<file path="src/rtl/window_stream_pkg.sv">
// Shared types and AXI constants for the window RAM burst streamer.
package window_stream_pkg;

  typedef enum logic [2:0] {
    S_IDLE,
    S_ADDR,
    S_HDR,
    S_RDATA,
    S_SEND,
    S_CSUM
  } state_t;

  localparam logic [1:0] AXI_BURST_INCR = 2'b01;
  localparam logic [1:0] AXI_RESP_OKAY  = 2'b00;

  function automatic logic [2:0] ARSIZE(input int unsigned bytes);
    return 3'($clog2(bytes));
  endfunction

endpackage

</file>
<file path="src/rtl/beat_serializer.sv">
// Holds one AXI beat and hands it out a byte at a time, LSB first, keeping
// a running XOR of every byte accepted downstream.
module beat_serializer #(
  parameter int unsigned DATA_BYTE_WIDTH = 32
) (
  input  logic                         clk,
  input  logic                         rst_n,
  input  logic                         i_clear,
  input  logic                         i_load,
  input  logic [DATA_BYTE_WIDTH*8-1:0] i_data,
  output logic                         o_valid,
  input  logic                         i_ready,
  output logic [7:0]                   o_byte,
  output logic                         o_last,
  output logic [7:0]                   o_csum
);

  localparam int unsigned IDX_W = (DATA_BYTE_WIDTH > 1) ? $clog2(DATA_BYTE_WIDTH) : 1;
  localparam logic [IDX_W-1:0] LAST_IDX = IDX_W'(DATA_BYTE_WIDTH - 1);

  logic [DATA_BYTE_WIDTH*8-1:0] r_buf;
  logic [IDX_W-1:0]             r_idx;
  logic                         r_valid;
  logic [7:0]                   r_csum;
  logic [DATA_BYTE_WIDTH*8-1:0] w_shifted;
  logic                         w_accept;

  assign w_shifted = r_buf >> {r_idx, 3'b000};
  assign o_byte    = w_shifted[7:0];
  assign o_last    = (r_idx == LAST_IDX);
  assign o_valid   = r_valid;
  assign o_csum    = r_csum;
  assign w_accept  = r_valid && i_ready;

  always_ff @(posedge clk or negedge rst_n) begin
    if (!rst_n) begin
      r_buf   <= '0;
      r_idx   <= '0;
      r_valid <= 1'b0;
    end else if (i_load) begin
      r_buf   <= i_data;
      r_idx   <= '0;
      r_valid <= 1'b1;
    end else if (w_accept) begin
      if (o_last) begin
        r_idx   <= '0;
        r_valid <= 1'b0;
      end else begin
        r_idx   <= r_idx + 1'b1;
      end
    end
  end

  always_ff @(posedge clk or negedge rst_n) begin
    if (!rst_n) begin
      r_csum <= '0;
    end else if (i_clear) begin
      r_csum <= '0;
    end else if (w_accept) begin
      r_csum <= r_csum ^ o_byte;
    end
  end

endmodule

</file>
<file path="src/rtl/window_burst_streamer.sv">
// Reads one AXI4 INCR burst from the window RAM per start pulse and streams it
// out as a framed byte stream: header, data bytes LSB-first, XOR checksum.
module window_burst_streamer
  import window_stream_pkg::*;
#(
  parameter int unsigned DATA_BYTE_WIDTH = 32,
  parameter int unsigned BURST_LEN       = 16,
  parameter logic [3:0]  AXI_ID          = 4'd0,
  parameter logic [7:0]  HEADER_BYTE     = 8'hA5
) (
  input  logic                         clk,
  input  logic                         rst_n,
  input  logic                         read_start,
  input  logic [31:0]                  araddr_start,
  output logic                         busy,
  output logic                         done,
  output logic                         err,
  output logic [3:0]                   axi_arid,
  output logic [31:0]                  axi_araddr,
  output logic [7:0]                   axi_arlen,
  output logic [2:0]                   axi_arsize,
  output logic [1:0]                   axi_arburst,
  output logic                         axi_arvalid,
  input  logic                         axi_arready,
  input  logic [3:0]                   axi_rid,
  input  logic [DATA_BYTE_WIDTH*8-1:0] axi_rdata,
  input  logic [1:0]                   axi_rresp,
  input  logic                         axi_rlast,
  input  logic                         axi_rvalid,
  output logic                         axi_rready,
  output logic [7:0]                   tx_data,
  output logic                         tx_valid,
  input  logic                         tx_ready
);

  localparam logic [7:0] LAST_BEAT = 8'(BURST_LEN - 1);

  state_t      r_state, w_next;
  logic [31:0] r_araddr;
  logic [7:0]  r_beat;
  logic        r_err;
  logic        r_done;

  logic        w_start;
  logic        w_r_hs;
  logic        w_final;
  logic        w_beat_bad;
  logic        w_ser_valid;
  logic        w_ser_ready;
  logic        w_ser_last;
  logic [7:0]  w_ser_byte;
  logic [7:0]  w_csum;
  logic        w_beat_sent;

  // A start coinciding with the done pulse is dropped even though the FSM is idle.
  assign w_start     = read_start && (r_state == S_IDLE) && !r_done;
  assign w_r_hs      = (r_state == S_RDATA) && axi_rvalid;
  assign w_final     = (r_beat == LAST_BEAT);
  assign w_beat_bad  = (axi_rresp != AXI_RESP_OKAY) || (axi_rid != AXI_ID) ||
                       (axi_rlast != w_final);
  assign w_ser_ready = (r_state == S_SEND) && tx_ready;
  assign w_beat_sent = w_ser_valid && w_ser_ready && w_ser_last;

  assign axi_arid    = AXI_ID;
  assign axi_araddr  = r_araddr;
  assign axi_arlen   = LAST_BEAT;
  assign axi_arsize  = ARSIZE(DATA_BYTE_WIDTH);
  assign axi_arburst = AXI_BURST_INCR;
  assign busy        = (r_state != S_IDLE);
  assign done        = r_done;
  assign err         = r_err;

  beat_serializer #(
    .DATA_BYTE_WIDTH(DATA_BYTE_WIDTH)
  ) u_ser (
    .clk     (clk),
    .rst_n   (rst_n),
    .i_clear (w_start),
    .i_load  (w_r_hs),
    .i_data  (axi_rdata),
    .o_valid (w_ser_valid),
    .i_ready (w_ser_ready),
    .o_byte  (w_ser_byte),
    .o_last  (w_ser_last),
    .o_csum  (w_csum)
  );

  always_comb begin
    w_next      = r_state;
    axi_arvalid = 1'b0;
    axi_rready  = 1'b0;
    tx_valid    = 1'b0;
    tx_data     = '0;
    unique case (r_state)
      S_IDLE:  if (w_start) w_next = S_ADDR;
      S_ADDR: begin
        axi_arvalid = 1'b1;
        if (axi_arready) w_next = S_HDR;
      end
      S_HDR: begin
        tx_valid = 1'b1;
        tx_data  = HEADER_BYTE;
        if (tx_ready) w_next = S_RDATA;
      end
      S_RDATA: begin
        axi_rready = 1'b1;
        if (axi_rvalid) w_next = S_SEND;
      end
      S_SEND: begin
        tx_valid = w_ser_valid;
        tx_data  = w_ser_byte;
        if (w_beat_sent) w_next = w_final ? S_CSUM : S_RDATA;
      end
      S_CSUM: begin
        tx_valid = 1'b1;
        tx_data  = w_csum;
        if (tx_ready) w_next = S_IDLE;
      end
      default: w_next = S_IDLE;
    endcase
  end

  always_ff @(posedge clk or negedge rst_n) begin
    if (!rst_n) begin
      r_state  <= S_IDLE;
      r_araddr <= '0;
      r_beat   <= '0;
      r_err    <= 1'b0;
      r_done   <= 1'b0;
    end else begin
      r_state <= w_next;
      r_done  <= (r_state == S_CSUM) && tx_ready;
      if (w_start) begin
        r_araddr <= araddr_start;
        r_beat   <= '0;
        r_err    <= 1'b0;
      end else begin
        if (w_r_hs && w_beat_bad) r_err <= 1'b1;
        if (w_beat_sent && !w_final) r_beat <= r_beat + 8'd1;
      end
    end
  end

endmodule

</file>
<file path="config.mk">
export PLATFORM = sky130hd
export DESIGN_NAME = window_burst_streamer
export DESIGN_NICKNAME = d
export VERILOG_FILES = /design/src/rtl/window_stream_pkg.sv /design/src/rtl/beat_serializer.sv /design/src/rtl/window_burst_streamer.sv
export SDC_FILE = /design/constraint.sdc
export NUM_CORES = 1
export LEC_CHECK = 0
export CORE_UTILIZATION = 30
export CTS_CLUSTER_DIAMETER = 200
export DETAILED_ROUTE_END_ITERATION = 10
export GPL_TIMING_DRIVEN = 0
export PLACE_DENSITY = 0.55
export SLEW_MARGIN = 20
export SYNTH_ARGS = -nofsm -noshare
export SYNTH_HDL_FRONTEND = slang
export SYNTH_SLANG_ARGS = --single-unit
</file>
<file path="constraint.sdc">
create_clock -name clk -period 3.2 [get_ports clk]
set_clock_uncertainty 0.15 [all_clocks]
set_input_delay 0.32 -clock clk [delete_from_list [all_inputs] [get_ports clk]]
set_output_delay 0.32 -clock clk [all_outputs]
set_load 0.1 [all_outputs]
</file>
==> out/results.tsv, run 1 <==
stage	metric	value	unit
outcome	status	complete, but fails checks	
outcome	violations	setup timing	
clocking	numClockSinks	315	
synth	synth_seq_area_share	54.8	%
critical_path	end_kind	output port	
critical_path	r2r_start	r_state[2]	
global_routing	overflow	0	
power_and_ir_drop	finalPower	0.0197	W
critical_path	critical_path_arrival	3.24	ns
power_and_ir_drop	power_density	953	nW/µm²
routing	detail_route.wl_per_cell	20.4	µm
timing	relSlewSlack	33.3	%
synth	synthArstFlopShare	100	%
power_and_ir_drop	internal-power	0.0117	W
synth	synth.area.top_cells	dfrtp_1 55%, nand2_1 23%, mux4_2 13%	
synth	synth-seq-cells	315	
global_routing	grt_pass1_wl	78300	µm
global_routing	grt_max_degree	94	
cells_and_area	multi_input_area	6100	µm²
power_and_ir_drop	pwr-share-comb	42.8	%
routing	via_per_inst	4.75	
flow_run	maxCapViolCount	0	
timing	tightest_slew	0.998	ns
place	hpwlAfterDp	38600	µm
power_and_ir_drop	clkPwrFrac	23.6	%
synth	ys_types	41	
clocking	clock_path_buffers	3	
global_routing	grt_pass1_vias	12700	
place	routabilityCongestion	0.828	
critical_path	worst-setup-path-type	reg2out	
global_routing	grt_usage	21.5	%
synth	ys_warn_count	0	
timing	rsz0062_at_grt	true	
routing	first_pass_iters	5	
critical_path	startpoint	u_ser.r_idx[4]	
floorplanning	fp-row-count	79	
routing	vias	12200	
floorplanning	die_w	221	µm
synth	synthCells	1520	
power_and_ir_drop	pwr-share-seq	33.5	%
synth	synth_ff_type	dfrtp_1	
cells_and_area	nets	2247	
timing	finalSetupViolCount	8	
clocking	cts_tree	built	
clocking	cts_buffers	38	
synth	synth_edf_count	0	
synth	synth_top_cell_by_area	dfrtp_1	
timing	holdWs	0.119	ns
synth	synth_area	14400	µm²
routing	wl	52600	µm
power_and_ir_drop	sw_frac_of_total	40.4	%
clocking	clock_latency	0.55	ns
power_and_ir_drop	total_leakage_power	9.88	nW
cells_and_area	synthToLayoutAreaGrowth	43.7	%
cells_and_area	layout.cells.non_filler	2578	
routing	drtIter0Drc	857	
critical_path	cp-start-kind	flop	
place	port_buffers	346	
clocking	h-tree-depth	2	
floorplanning	die_y	221	µm
min_path	hold_path.class	in2async	
timing	hold_viol	0	
routing	postRouteAntennaNets	0	
place	dp.cells	2491	
floorplanning	start_util	30.6	%
floorplanning	die_area	48800	µm²
timing	post-route-period-util	116	%
cells_and_area	final_util	44.1	%
synth	synth_top_area_share	54.8	%
power_and_ir_drop	ir_worst_vdd	0.326	mV
cells_and_area	drive_above_1_share	12.3	%
clocking	cts-root-buf	clkbuf_16	
cells_and_area	regArea	7880	µm²
global_routing	antenna_found_initial	4	
floorplanning	core	47000	µm²
power_and_ir_drop	switching_power	0.00797	W
timing	fmax	270	MHz
synth	syn_avg_cell_area	9.47	µm²
clocking	clk_pin_slew	0.06	ns
floorplanning	io_pins	364	
timing	finalMaxSlewViolations	0	
timing	period_needed	3.71	ns
critical_path	crit_required	2.73	ns
cells_and_area	fill_cells	4560	
critical_path	crit_path_max_fanout	10	
routing	drcViolationCount	0	
timing	finalWorstSetupSlack	-0.505	ns
==> worst max-delay path, stage by stage, from the launching register on <==
cell,delay (ns)
dfrtp_1,0.35
buf_1,0.42
clkbuf_1,0.66
mux4_2,0.47
mux2_2,0.34
a21oi_2,0.17
o21ai_2,0.09
buf_8,0.20
==> metrics by stage <==
| stage | setup TNS, ns | cell area, µm² | worst slack [ns] |
|---|---|---|---|
| 5_1_grt | -4.23 | 20700 | -0.567 |
| 2_1_floorplan | -0.105 | 14500 | -0.105 |
| 3_5_place_dp | -71.36 | 18800 | -1.77 |
| 3_3_place_gp | -3952.25 | 18700 | -12.36 |
| 6_report | -3.65 | 20700 | -0.505 |
| 4_1_cts | -3.94 | 20500 | -0.518 |
==> power groups by stage <==
stage | combinational (W) | clock, W | sequential (W)
6_report | 0.00845 | 0.00466 | 0.00661
5_1_grt | 0.00912 | 0.00490 | 0.00681
4_1_cts | 0.00842 | 0.00475 | 0.00661
3_5_place_dp | 0.00809 | 0 | 0.00666
3_3_place_gp | 0.00798 | 0 | 0.00660
2_1_floorplan | 0.00417 | 0 | 0.00776
==> placed cells by master, fill, tap and decap left out, drive strengths merged, types with 3 or more instances in the layout <==
| cell type | count |
|---|---|
| and3 | 5 |
| conb | 17 |
| xor2 | 4 |
| buf | 62 |
| nand2 | 888 |
| clkdlybuf4s50 | 333 |
| a21oi | 14 |
| mux2i | 11 |
| nor2 | 16 |
| clkbuf | 137 |
| a31o | 3 |
| mux2 | 8 |
| o21ai | 11 |
| clkinv | 5 |
| and2 | 4 |
| nand3 | 10 |
| dfrtp | 315 |
| inv | 3 |
| bufinv | 5 |
| mux4 | 81 |
| ha | 3 |
| nor2b | 4 |
| nor4 | 3 |
==> cell families (layout without fill, tap and decap cells) <==
group | count (synthesis) | after routing | synth area share, %
compound gates | 37 | 37 | 1.50
fa+ha+maj | 3 | 3 | 0.261
flops | 315 | 315 | 54.8
mux | 100 | 100 | 14.1
other cells | 2 | 18 | 0.0522
xor+xnor | 5 | 5 | 0.304
buf+inv | 115 | 550 | 3.69
simple gates | 943 | 943 | 25.3
==> timing repair <==
action                                  4_1_cts  5_1_grt
hold buffers                                  1        0
pin swaps                                     0        3
endpoints found under the setup margin      198       77
setup buffers                                10        5
resized for setup                           140       14
hold endpoints to repair                    149        0
gates cloned                                  2        3
==> state kept, by name, summed over array words and instances, names as in the netlist <==
signal and flops:
axi_araddr 32, done 1, err 1, r_beat 8, r_state 3, u_ser.o_csum 8, u_ser.o_valid 1, u_ser.r_buf 256
u_ser.r_idx 5
==> synthesized netlist by cell type, types with 2 or more instances <==
| cell type | n |
|---|---|
| a21o_1 | 2 |
| a21oi_1 | 14 |
| a31o_2 | 3 |
| a31oi_1 | 2 |
| and2_1 | 4 |
| and3_1 | 5 |
| buf_1 | 8 |
| buf_2 | 4 |
| buf_4 | 17 |
| buf_6 | 4 |
| clkbuf_1 | 79 |
| conb_1 | 2 |
| dfrtp_1 | 315 |
| ha_1 | 3 |
| inv_1 | 3 |
| mux2_2 | 8 |
| mux2i_1 | 11 |
| mux4_2 | 81 |
| nand2_1 | 888 |
| nand2b_1 | 2 |
| nand3_1 | 10 |
| nand4_1 | 2 |
| nor2_1 | 16 |
| nor2b_1 | 4 |
| nor3_1 | 2 |
| nor4_1 | 2 |
| o21ai_0 | 9 |
| o21ai_1 | 2 |
| or3_1 | 2 |
| or4_1 | 2 |
| xor2_1 | 4 |
==> path summary, 6_finish.rpt <==
check                              endpoint  slack (ns)  depth (start not counted)
max                              tx_data[7]       -0.51                          7
min                         u_ser.r_buf[70]        0.12                          2
max reg2reg                u_ser.r_buf[222]        0.26                          7
min reg2reg                u_ser.r_buf[246]        0.32                          2
max in group asynchronous   u_ser.r_buf[25]        1.93                          3
min in group clk           u_ser.r_buf[146]        0.15                          3
==> per-layer routing <==
| layer | global-route usage, % | wire [µm] | up-vias |
|---|---|---|---|
| met1 | 28.0 | 22500 | 5965 |
| met4 | 7.06 | 1470 | 8 |
| met3 | 4.95 | 3690 | 85 |
| met5 | 0 | 45 | - |
| met2 | 35.4 | 24900 | 483 |
| li1 | - | - | 5707 |
==> area by class of cell <==
class	instances	area share, %
flip-flops and latches	315	38.1
multi-input cells	1105	29.5
repair buffers	370	18.9
clock buffers	56	5.67
well taps	607	3.67
plain buffers	110	3.23
clock inverters	11	0.883
inverters	3	0.0544
diodes	1	0.0121
(Power assumes the default switching activity.)
==> run 2: changes to the inputs <==
--- a/config.mk
+++ b/config.mk
@@ -5,6 +5,7 @@
 export SDC_FILE = /design/constraint.sdc
 export NUM_CORES = 1
 export LEC_CHECK = 0
+export ABC_AREA = 1
 export CORE_UTILIZATION = 30
 export CTS_CLUSTER_DIAMETER = 200
 export DETAILED_ROUTE_END_ITERATION = 10
==> out/results.tsv, run 2 <==
stage	metric	value	unit
outcome	status	completed	
clocking	clock_path_buffers	3	
critical_path	crit_required	2.73	ns
routing	first_pass_iters	6	
place	hpwlAfterDp	42800	µm
power_and_ir_drop	total_leakage_power	10.6	nW
critical_path	worst-setup-path-type	reg2out	
floorplanning	die_y	227	µm
cells_and_area	fin_area	21000	µm²
routing	postRouteAntennaNets	0	
synth	synthCells	2046	
critical_path	crit_path_max_fanout	10	
clocking	h-tree-depth	2	
synth	synth_edf_count	0	
power_and_ir_drop	finalPower	0.0213	W
power_and_ir_drop	power_density	1010	nW/µm²
critical_path	end_kind	output port	
synth	synth_area	15200	µm²
clocking	numClockSinks	315	
floorplanning	die_w	227	µm
place	placed_area	19600	µm²
routing	wl	56500	µm
timing	period_needed	3.11	ns
clocking	cts_tree	built	
cells_and_area	largest_reg_flops	256	
synth	synth_commonest_cells	1,227 x nand2_1, 315 x dfrtp_1, 218 x nand3_1	
cells_and_area	regMostFlops	u_ser.r_buf	
routing	via_per_inst	4.66	
synth	synthArstFlopShare	100	%
global_routing	antenna_found_initial	2	
cells_and_area	layout.cells.non_filler	3151	
floorplanning	die_area	51400	µm²
clocking	clk_pin_slew	0.06	ns
cells_and_area	final_util	42.1	%
place	dp.cells	3082	
clocking	cts_setup_buffers	0	
timing	fmax	322	MHz
critical_path	rrSetupSlack	0.64	ns
critical_path	r2r_start	u_ser.r_idx[3]	
cells_and_area	diodes	0	
place	port_buffers	346	
timing	finalSetupViolCount	0	
timing	hold_viol	0	
floorplanning	io_pins	364	
critical_path	r2r_cells	12	
synth	synth.area.top_cells	dfrtp_1 52%, nand2_1 30%, nand3_1 7.2%	
place	routabilityCongestion	0.880	
cells_and_area	mostFrequentLayoutCells	1,227 x nand2_1, 336 x clkdlybuf4s50_1, 315 x dfrtp_1, 215 x nand3_1, 57 x buf_2	
timing	tightest_slew	1.01	ns
global_routing	grt_usage	22.0	%
floorplanning	fp-row-count	82	
timing	rsz0062_at_grt	true	
critical_path	rr_endpoint	r_beat[5]	
synth	syn_avg_cell_area	7.41	µm²
synth	ys_warn_count	0	
floorplanning	start_util	30.3	%
global_routing	grt_pass1_wl	84700	µm
timing	finalMaxSlewViolations	0	
timing	relSlewSlack	32.6	%
floorplanning	core	50000	µm²
synth	synth.most_common_cell	nand2_1	
timing	post-route-period-util	97.2	%
synth	synth_seq_area_share	52.0	%
synth	synth-seq-cells	315	
global_routing	overflow	0	
cells_and_area	synthToLayoutAreaGrowth	38.8	%
power_and_ir_drop	ir_worst_vdd	0.868	mV
routing	vias	14700	
clocking	cts-root-buf	clkbuf_16	
routing	detail_route.wl_per_cell	17.9	µm
synth	synth_ff_type	dfrtp_1	
clocking	cts_buffers	38	
cells_and_area	nets	2755	
min_path	hold_path.class	in2async	
flow_run	maxCapViolCount	0	
critical_path	cp-start-kind	flop	
global_routing	grt_pass1_vias	14600	
synth	ys_types	30	
cells_and_area	drive_above_1_share	9.12	%
routing	drcViolationCount	0	
global_routing	grt_max_degree	93	
routing	drtIter0Drc	1268	
synth	synth_top_area_share	52.0	%
cells_and_area	final_common_cell	nand2_1	
synth	synth_top_cell_by_area	dfrtp_1	
critical_path	critical_path_arrival	2.64	ns
clocking	clock_latency	0.57	ns
-- run 2: logic make-up after synthesis --
kind of cell    synth area share, %
flops                          52.0
xor+xnor                     0.0578
compound gates                 1.35
other cells                  0.0495
simple gates                   40.3
buf+inv                        5.99
fa+ha+maj                     0.248
-- run 2: timing repair --
| action | in CTS | in global routing |
|---|---|---|
| hold buffers | 1 | 0 |
| setup endpoints to repair | 9 | 8 |
| gates resized for setup | 92 | 20 |
| pin swaps | 0 | 0 |
| hold endpoints to repair | 177 | 0 |
-- run 2: area by class of cell --
class	count	area, µm²
fillers	5115	28900
well taps	672	841
repair buffers	350	3580
plain buffers	136	831
inverters	45	170
clock buffers	55	1100
flip-flops and latches	315	7880
multi-input cells	1565	6450
clock inverters	13	184
-- run 2: worst max-delay path by stage --
| stage | start | to | slack, ns | cells after the start |
|---|---|---|---|---|
| 3_5_place_dp | u_ser.r_idx[0] | tx_data[3] | -0.56 | 11 |
| 6_report | u_ser.r_idx[1] | tx_data[1] | 0.09 | 10 |
| 2_1_floorplan | r_state[1] | tx_data[1] | -0.17 | 3 |
| 4_1_cts | u_ser.r_idx[0] | tx_data[7] | -0.004 | 12 |
| 3_3_place_gp | rst_n | u_ser.r_buf[142] | -12.52 | 1 |
| 5_1_grt | u_ser.r_idx[0] | tx_data[2] | -0.01 | 12 |
-- run 2: metal layers --
layer / global-route usage [%] / part of all wire, %
met5: 0 / 0.057
met4: 7.24 / 2.4
met3: 3.25 / 6.7
met2: 35.1 / 46
met1: 30.5 / 45
-- run 2: per-stage QoR --
step	TNS, ns	worst slack, ns	hold slack [ns]
2_1_floorplan	-0.694	-0.174	-0.126
3_3_place_gp	-3936.82	-12.52	0.311
3_5_place_dp	-3.60	-0.561	0.108
4_1_cts	-0.00447	-0.00447	0.0996
5_1_grt	-0.0236	-0.0111	0.128
6_report	0	0.0896	0.102
-- run 2: report_power, final --
part	internal, W	total [W]	switching (W)
logic	0.00309	0.0101	0.00698
clock network	0.00271	0.00451	0.00179
registers	0.00574	0.00676	0.00102
total	0.0115	0.0213	0.00979
-- run 2: worst max-delay path, stage by stage (launching register included) --
cell and delay (ns):
dfrtp_1 0.36, buf_2 0.29, clkbuf_4 0.32, nand3_1 0.16, nand3_1 0.19, nand2_1 0.08
nand2_1 0.07, nand3_2 0.12, nand3_1 0.13, o21ai_0 0.11, buf_6 0.22
==> run 3: changes to the inputs <==
--- a/config.mk
+++ b/config.mk
@@ -6,11 +6,13 @@
 export NUM_CORES = 1
 export LEC_CHECK = 0
 export ABC_AREA = 1
-export CORE_UTILIZATION = 30
+export CAP_MARGIN = 30
+export CORE_UTILIZATION = 42
+export CTS_BUF_LIST = sky130_fd_sc_hd__clkbuf_16
 export CTS_CLUSTER_DIAMETER = 200
 export DETAILED_ROUTE_END_ITERATION = 10
 export GPL_TIMING_DRIVEN = 0
-export PLACE_DENSITY = 0.55
+export PLACE_DENSITY = 0.71
 export SLEW_MARGIN = 20
 export SYNTH_ARGS = -nofsm -noshare
 export SYNTH_HDL_FRONTEND = slang
==> out/results.tsv, run 3 (same netlist as run 2, synthesis figures left out) <==
stage	metric	value	unit
min_path	hold_path.class	in2async	
cells_and_area	largest_reg_flops	256	
flow_run	maxCapViolCount	0	
outcome	status	completed	
power_and_ir_drop	ir_worst_vdd	0.553	mV
timing	hold_viol	0	
cells_and_area	regMostFlops	u_ser.r_buf	
critical_path	crit_path_max_fanout	10	
routing	postRouteAntennaNets	0	
timing	finalMaxSlewViolations	0	
timing	period_needed	3.13	ns
cells_and_area	final_common_cell	nand2_1	
power_and_ir_drop	internal-power	0.0111	W
floorplanning	die_y	192	µm
cells_and_area	nets	2754	
critical_path	cp-start-kind	flop	
clocking	cts-root-buf	clkbuf_16	
floorplanning	core	35600	µm²
cells_and_area	layout.cells.non_filler	2937	
routing	vias	15000	
timing	fmax	320	MHz
place	port_buffers	346	
global_routing	grt_pass1_wl	79100	µm
critical_path	startpoint	u_ser.r_idx[0]	
timing	post-route-period-util	97.7	%
place	hpwlAfterDp	39000	µm
timing	finalSetupViolCount	0	
power_and_ir_drop	total_leakage_power	10.6	nW
routing	first_pass_iters	6	
floorplanning	io_pins	364	
clocking	cts_buffers	37	
power_and_ir_drop	switching_power	0.00962	W
cells_and_area	synthToLayoutAreaGrowth	35.9	%
cells_and_area	drive_above_1_share	8.40	%
power_and_ir_drop	power_density	1010	nW/µm²
floorplanning	fp-row-count	69	
power_and_ir_drop	clkPwrFrac	19.0	%
place	dp.cells	2875	
global_routing	overflow	0	
power_and_ir_drop	sw_frac_of_total	46.4	%
critical_path	rr_endpoint	r_beat[5]	
floorplanning	die_area	36900	µm²
critical_path	crit_required	2.73	ns
floorplanning	start_util	42.6	%
clocking	clk_pin_slew	0.06	ns
clocking	clock_latency	0.53	ns
critical_path	r2r_cells	12	
global_routing	grt_max_degree	102	
routing	wl	52200	µm
clocking	h-tree-depth	2	
timing	timing.setup.tns	0	ns
global_routing	grt_pass1_vias	14600	
timing	tightest_slew	1.02	ns
critical_path	end_kind	output port	
clocking	cts_tree	built	
routing	detail_route.wl_per_cell	17.8	µm
routing	via_per_inst	5.12	
global_routing	grt_usage	28.1	%
power_and_ir_drop	finalPower	0.0207	W
critical_path	worst-setup-path-type	reg2out	
timing	relSlewSlack	32.0	%
power_and_ir_drop	pwr-share-comb	48.4	%
critical_path	r2r_start	u_ser.r_idx[3]	
floorplanning	die_w	192	µm
clocking	clock_path_buffers	3	
routing	drtIter0Drc	1344	
global_routing	antenna_found_initial	1	
clocking	numClockSinks	315	
critical_path	critical_path_arrival	2.66	ns
power_and_ir_drop	pwr-share-seq	32.6	%
routing	drcViolationCount	0	
clocking	cts_setup_buffers	0	
critical_path	rrSetupSlack	0.67	ns
place	routabilityCongestion	0.918	
cells_and_area	mostFrequentLayoutCells	1,227 x nand2_1, 336 x clkdlybuf4s50_1, 315 x dfrtp_1, 218 x nand3_1, 59 x buf_2	
-- run 3: area by class of cell --
cell class / instances / area (µm²)
fillers: 3274 / 15000
flip-flops and latches: 315 / 7880
clock buffers: 39 / 976
multi-input cells: 1565 / 6430
clock inverters: 25 / 135
diodes: 1 / 2.50
well taps: 461 / 577
repair buffers: 350 / 3630
inverters: 45 / 170
plain buffers: 136 / 801
-- run 3: worst max-delay path, cell delays in order, from the launching register on --
cell      delay (ns)
dfrtp_1         0.42
inv_2           0.11
buf_6           0.19
buf_4           0.22
nand2_1         0.07
nand3_1         0.10
nand3_1         0.10
nand2_1         0.09
nand2_1         0.07
nand3_2         0.12
nand3_1         0.11
o21ai_1         0.20
clkbuf_8        0.32
-- run 3: what timing repair did --
action | CTS | global route
hold buffers | 1 | 0
hold endpoints to repair | 315 | 0
endpoints found under the setup margin | 9 | 9
resized for setup | 45 | 18
-- run 3: routing by layer --
layer  part of all wire (%)  track usage, %  wire (µm)  vias up
met3                    8.5            5.10       4430      105
met4                    3.2            9.57       1690        0
met5                      0               0          0        -
met2                     45            44.4      23700      704
li1                       -               -          -     7125
met1                     43            39.0      22300     7115
-- run 3: per-stage QoR --
stage / setup slack (ns) / hold WS, ns / util, % / cell area, µm²
final: 0.0732 / 0.131 / 57.9 / 20600
after global routing: -0.00483 / 0.149 / 57.9 / 20600
after CTS: 0.0225 / 0.132 / 57.8 / 20600
after detailed placement: -0.453 / 0.0702 / 54.7 / 19500
after global placement: -12.08 / 0.311 / 54.1 / 19300
after floorplan: -0.174 / -0.126 / - / 15200
-- run 3: power groups by stage --
stage | Clock [W] | Combinational [W] | Sequential [W]
final | 0.00394 | 0.0100 | 0.00676
after global routing | 0.00415 | 0.0109 | 0.00694
after CTS | 0.00399 | 0.00997 | 0.00672
after detailed placement | 0 | 0.00992 | 0.00676
after global placement | 0 | 0.00958 | 0.00673
after floorplan | 0 | 0.00539 | 0.00793
-- run 3: worst max path at each step --
stage                           endpoint  slack, ns
after detailed placement      tx_data[4]      -0.45
after floorplan               tx_data[1]      -0.17
after CTS                     tx_data[4]       0.02
after global routing          tx_data[3]     -0.005
after global placement    axi_araddr[23]     -12.08
final                         tx_data[4]       0.07
